`src/rtl/fifo_wr_sched.sv`:
```
// Write/read scheduler in front of a single-enable sync FIFO (en=1 write, en=0 read).
// Turns a valid/ready producer stream into FIFO writes, interleaves forced reads, and rebuilds a valid-qualified pop stream.
module fifo_wr_sched #(
  parameter int DATA_WIDTH = 5,
  parameter int FIFO_DEPTH = 8,
  parameter int WR_BURST   = 4,
  parameter int AF_THRESH  = 6
) (
  input  logic                            clk,
  input  logic                            rst_n,
  input  logic                            s_valid,
  input  logic [DATA_WIDTH-1:0]           s_data,
  output logic                            s_ready,
  input  logic                            flush,
  output logic                            fifo_en,
  output logic [DATA_WIDTH-1:0]           fifo_data_in,
  input  logic                            fifo_full,
  input  logic                            fifo_empty,
  input  logic [DATA_WIDTH-1:0]           fifo_data_out,
  output logic                            m_valid,
  output logic [DATA_WIDTH-1:0]           m_data,
  output logic [$clog2(FIFO_DEPTH):0]     level,
  output logic                            almost_full,
  output logic                            flushing,
  output logic                            err_level
);

  localparam int LW = $clog2(FIFO_DEPTH) + 1;
  localparam int BW = $clog2(WR_BURST + 1);

  localparam logic [LW-1:0] LEVEL_MAX = LW'(FIFO_DEPTH);
  localparam logic [LW-1:0] LEVEL_AF  = LW'(AF_THRESH);
  localparam logic [BW-1:0] BURST_MAX = BW'(WR_BURST);

  // Handshake: a beat transfers on a rising edge where s_valid && s_ready;
  // s_ready never depends on s_valid, and m_valid beats cannot be stalled.

  typedef enum logic {
    FL_IDLE  = 1'b0,
    FL_DRAIN = 1'b1
  } flush_state_t;

  flush_state_t   fl_state, fl_state_nxt;
  logic [BW-1:0]  burst_cnt, burst_cnt_nxt;
  logic [LW-1:0]  level_q, level_nxt;
  logic           m_valid_q;
  logic           err_q, err_nxt;

  logic           force_rd;
  logic           wr_go;
  logic           rd_go;
  logic           drain_done;
  logic           level_mismatch;

  // ---------------------------------------------------------------------------
  // Per-cycle decode
  // ---------------------------------------------------------------------------
  always_comb begin
    force_rd     = (burst_cnt == BURST_MAX) && !fifo_empty;
    s_ready      = rst_n && !fifo_full && (fl_state == FL_IDLE) && !force_rd;
    wr_go        = s_valid && s_ready;
    fifo_en      = wr_go;
    fifo_data_in = s_data;
    // Whenever no write is issued the FIFO pops, so data never idles inside it.
    rd_go        = !wr_go && !fifo_empty;
    drain_done   = rd_go && (level_q == LW'(1));
  end

  always_comb begin
    level_mismatch = ((level_q == '0) != fifo_empty) ||
                     ((level_q == LEVEL_MAX) != fifo_full);
  end

  // ---------------------------------------------------------------------------
  // Next-state logic
  // ---------------------------------------------------------------------------
  always_comb begin
    burst_cnt_nxt = burst_cnt;
    if (rd_go || fifo_empty) begin
      burst_cnt_nxt = '0;
    end else if (wr_go && (burst_cnt != BURST_MAX)) begin
      burst_cnt_nxt = burst_cnt + BW'(1);
    end
  end

  always_comb begin
    level_nxt = level_q;
    // Guards keep the counter from wrapping even if the FIFO flags misbehave.
    if (wr_go && (level_q != LEVEL_MAX)) begin
      level_nxt = level_q + LW'(1);
    end else if (rd_go && (level_q != '0)) begin
      level_nxt = level_q - LW'(1);
    end
  end

  always_comb begin
    fl_state_nxt = fl_state;
    // A held flush keeps the drain state even after the FIFO empties.
    if (flush && ((fl_state == FL_DRAIN) || !fifo_empty || wr_go)) begin
      fl_state_nxt = FL_DRAIN;
    end else if (drain_done || fifo_empty) begin
      fl_state_nxt = FL_IDLE;
    end
  end

  always_comb begin
    err_nxt = err_q || level_mismatch;
  end

  // ---------------------------------------------------------------------------
  // State registers
  // ---------------------------------------------------------------------------
  always_ff @(posedge clk or negedge rst_n) begin
    if (!rst_n) begin
      fl_state  <= FL_IDLE;
      burst_cnt <= '0;
      level_q   <= '0;
      m_valid_q <= 1'b0;
      err_q     <= 1'b0;
    end else begin
      fl_state  <= fl_state_nxt;
      burst_cnt <= burst_cnt_nxt;
      level_q   <= level_nxt;
      m_valid_q <= rd_go;
      err_q     <= err_nxt;
    end
  end

  // ---------------------------------------------------------------------------
  // Outputs
  // ---------------------------------------------------------------------------
  always_comb begin
    m_valid     = m_valid_q;
    m_data      = m_valid_q ? fifo_data_out : '0;
    level       = level_q;
    almost_full = (level_q >= LEVEL_AF);
    flushing    = (fl_state == FL_DRAIN);
    err_level   = err_q;
  end

endmodule
```
`config.mk`:
```
export PLATFORM = sky130hd
export DESIGN_NAME = fifo_wr_sched
export DESIGN_NICKNAME = d
export VERILOG_FILES = /design/src/rtl/fifo_wr_sched.sv
export SDC_FILE = /design/constraint.sdc
export NUM_CORES = 1
export LEC_CHECK = 0
export ABC_AREA = 1
export CAP_MARGIN = 20
export CORE_UTILIZATION = 37
export DETAILED_ROUTE_END_ITERATION = 8
export PLACE_DENSITY = 0.78
export SYNTH_ARGS = -nofsm -noshare
export SYNTH_HDL_FRONTEND = slang
export SYNTH_SLANG_ARGS = --single-unit
export TNS_END_PERCENT = 20
```
`constraint.sdc`:
```
create_clock -name clk -period 1.3 [get_ports clk]
set_input_delay 0.26 -clock clk [delete_from_list [all_inputs] [get_ports clk]]
set_output_delay 0.26 -clock clk [all_outputs]
set_load 0.01 [all_outputs]
```
==> results.json <==
{
  "crit_path_max_incr_delay_ns": 0.38,
  "muxShareOfSynthArea_pct": 0,
  "yosysUniqueCellTypes": 21,
  "violations": "setup timing",
  "worst_pin_slew_ns": 0.227,
  "synth_area_leaders": "dfrtp_1 (31%), nand2_1 (14%), ha_1 (9.2%)",
  "place_ws_ns": -0.648,
  "hold_viol": 0,
  "synth_seq_cells": 10,
  "ir_worst_vdd_mv": 1.49,
  "diodes": 0,
  "final_layout_size_suffix_gt1_share_pct": 39.4,
  "drtAntennaViolNets": 0,
  "avgSynthCellArea_um2": 7.64,
  "yosysTopAreaCell": "dfrtp_1",
  "cts_tree": "built",
  "layout-area-overhead-vs-synth_pct": 63.7,
  "synth_top_family_by_area": "simple AND/OR/NAND/NOR gates",
  "grt_max_degree": 11,
  "period_minus_slack_ns": 1.64,
  "io_pins": 36,
  "endpoint": "fifo_en",
  "synth_warnings": 0,
  "start_util_pct": 40.4,
  "cp.arrival_ns": 1.38,
  "synth_seq_area_share_pct": 30.6,
  "synth.most_common_cell": "nand2_1",
  "clock.fmax_ghz": 0.610,
  "fin_crit_sh_pct": 126,
  "p_leak_nw": 0.716,
  "synthSimpleGateAreaFrac_pct": 40.3,
  "drc": 0,
  "first_pass_iters": 4,
  "regArea_um2": 253,
  "path_max_fanout": 3,
  "rsz0062_at_grt": "true",
  "num_rows": 16,
  "die_h_um": 49.0,
  "worst_setup_path_start_kind": "flop",
  "ctsHtreeMaxLevel": 1,
  "synth_common_cells": "nand2_1 (31), inv_1 (18), dfrtp_1 (10), nand3_1 (8)",
  "numCtsBuffers": 3,
  "finalWeightedCongestion": 0.827,
  "grt_pass1_vias": 780,
  "clkSinkCount": 10,
  "worstPathCellList": "inv_1 > ha_2 > nand2_2 > nor2_4 > nor2_8 > nand2_4 > inv_4 > buf_6",
  "whs_ns": 0.410,
  "port-buffer-count": 25,
  "slew_viol_final": 0,
  "r2r_end": "level[1]$_DFFE_PN0P_",
  "async_reset_ff_share_pct": 100,
  "synthesis.area_um2": 817,
  "die_area_um2": 2400,
  "netlist.area_leader.share_pct": 30.6,
  "synth_compound_area_share_pct": 2.76,
  "multiInputGateArea_um2": 505,
  "startpoint": "burst_cnt[1]$_DFFE_PN0P_",
  "synth_ff_type": "dfrtp_1",
  "r2r_cells": 11,
  "cpMaxStageDelayCell": "dfrtp_1",
  "die_w_um": 49.0,
  "maxSlewHeadroom_pct": 84.8,
  "end_kind": "output port",
  "gr-total-overflow": 0,
  "synth.net_count": 129,
  "required_ns": 1.04,
  "cts.path.max_buffers": 2,
  "r2r-start": "burst_cnt[1]$_DFFE_PN0P_",
  "p_per_area_nw_per_um2": 1730,
  "r2r_slack_ns": -0.21,
  "final_nets": 178,
  "grt_pass1_wl_um": 3420,
  "clkTransAtPathRegs_ns": 0.08,
  "synth_edf_count": 0,
  "dpl.hpwl_um": 1600,
  "core-area_um2": 2020,
  "routedWlPerCell_um": 12.0,
  "via_count": 862,
  "maxCapViolCount": 0,
  "synth-xor-area-share_pct": 3.22,
  "hold_class": "in -> async",
  "vias_per_cell": 4.74,
  "path_class": "reg -> out",
  "first_iter_violations": 6,
  "clk_latency_ns": 0.27,
  "syn_inst": 107,
  "skew_ns": 0.00997,
  "fillers": 176,
  "status": "finished with violations",
  "antenna_found_initial": 0,
  "yosys.area_share.adder_pct": 9.19,
  "setup_viol": 14,
  "routed_wl_um": 2180,
  "gr-usage-all-layers_pct": 18.8,
  "clock-root-buffer": "clkbuf_4",
  "timing.final.ws_setup_ns": -0.340
}
-- stage by stage --
step	instance area, µm²	TNS [ns]	cells	total power [mW]	utilization, %
6_report	1340	-1.89	182	2.31	66.2
5_1_grt	1340	-2.98	182	2.48	66.2
4_1_cts	1280	-2.02	177	2.12	63.3
3_5_place_dp	1220	-5.28	171	1.80	60.1
3_3_place_gp	1220	-4.93	171	1.78	60.1
2_1_floorplan	840	-0.0695	107	1.20	-
-- layout by cell type (no fill, tap or decap), drive strengths merged --
cell           netlist  routed
o211ai               1       1
clkdlybuf4s50        0      10
dlygate4sd2          0       6
dfrtp               10      10
nand2               34      34
o21ai                2       2
clkbuf               0       4
nor2                 9       9
buf                  6      34
ha                   6       6
inv                 19      19
a21oi                1       1
xor2                 2       2
nand4                5       5
nand3               11      11
xnor2                1       1
-- flip-flops by register name, indices dropped and copies added, names as in the netlist --
name and count:
burst_cnt 3, err_level 1, flushing 1, level 4, m_valid 1
-- kinds of logic (layout without fill, tap and decap cells) --
group | Yosys count | in the layout
XOR/XNOR | 3 | 3
adder cells (fa/ha/maj) | 6 | 6
buffers and inverters | 25 | 73
AND/OR/NAND/NOR | 59 | 59
flip-flops | 10 | 10
AO/OA/AOI/OAI | 4 | 4
-- critical path, delay by kind of cell, from the launching register on --
kind	cells	cell delay [ns]
flops	1	0.38
simple gates	4	0.32
buf+inv	3	0.23
fa+ha+maj	1	0.18
-- metal layers --
layer	GRT usage (%)	part of all wire, %	up-vias
met5	0	0	-
met4	7.35	0.87	0
met3	2.80	5.1	2
met2	35.2	53	27
met1	21.0	41	407
li1	-	-	426
-- how the worst min path moves through the flow --
stage                        startpoint                  endpoint  slack [ns]  cells after the start
CTS                               rst_n      level[3]$_DFFE_PN0P_        0.41                      2
global placement    err_level$_DFF_PN0_       err_level$_DFF_PN0_        0.47                      2
detailed placement  err_level$_DFF_PN0_       err_level$_DFF_PN0_        0.49                      2
finish                            rst_n      level[3]$_DFFE_PN0P_        0.41                      2
global route                      rst_n       err_level$_DFF_PN0_        0.45                      2
floorplan                         rst_n  burst_cnt[0]$_DFFE_PN0P_       -0.04                      0
-- power breakdown --
group          leakage (nW)  internal, mW  switching [mW]
sequential            0.121         0.387          0.0682
combinational         0.574         0.793           0.772
clock                0.0210         0.170           0.119
-- layout make-up --
| type | instances | share of cell area, % |
|---|---|---|
| sequential | 10 | 18.9 |
| clock buffer | 4 | 2.71 |
| multi-input combinational | 72 | 37.8 |
| inverter | 19 | 5.89 |
| tap | 27 | 2.53 |
| timing repair buffer | 50 | 32.2 |
-- repair_timing --
item	4_1_cts	5_1_grt
buffers inserted	2	6
cloned	0	0
endpoints found under the setup margin	22	19
hold buffers	0	0
resized for setup	51	15
pin swaps	6	8
Note: power is estimated with default switching activity, not from simulation.
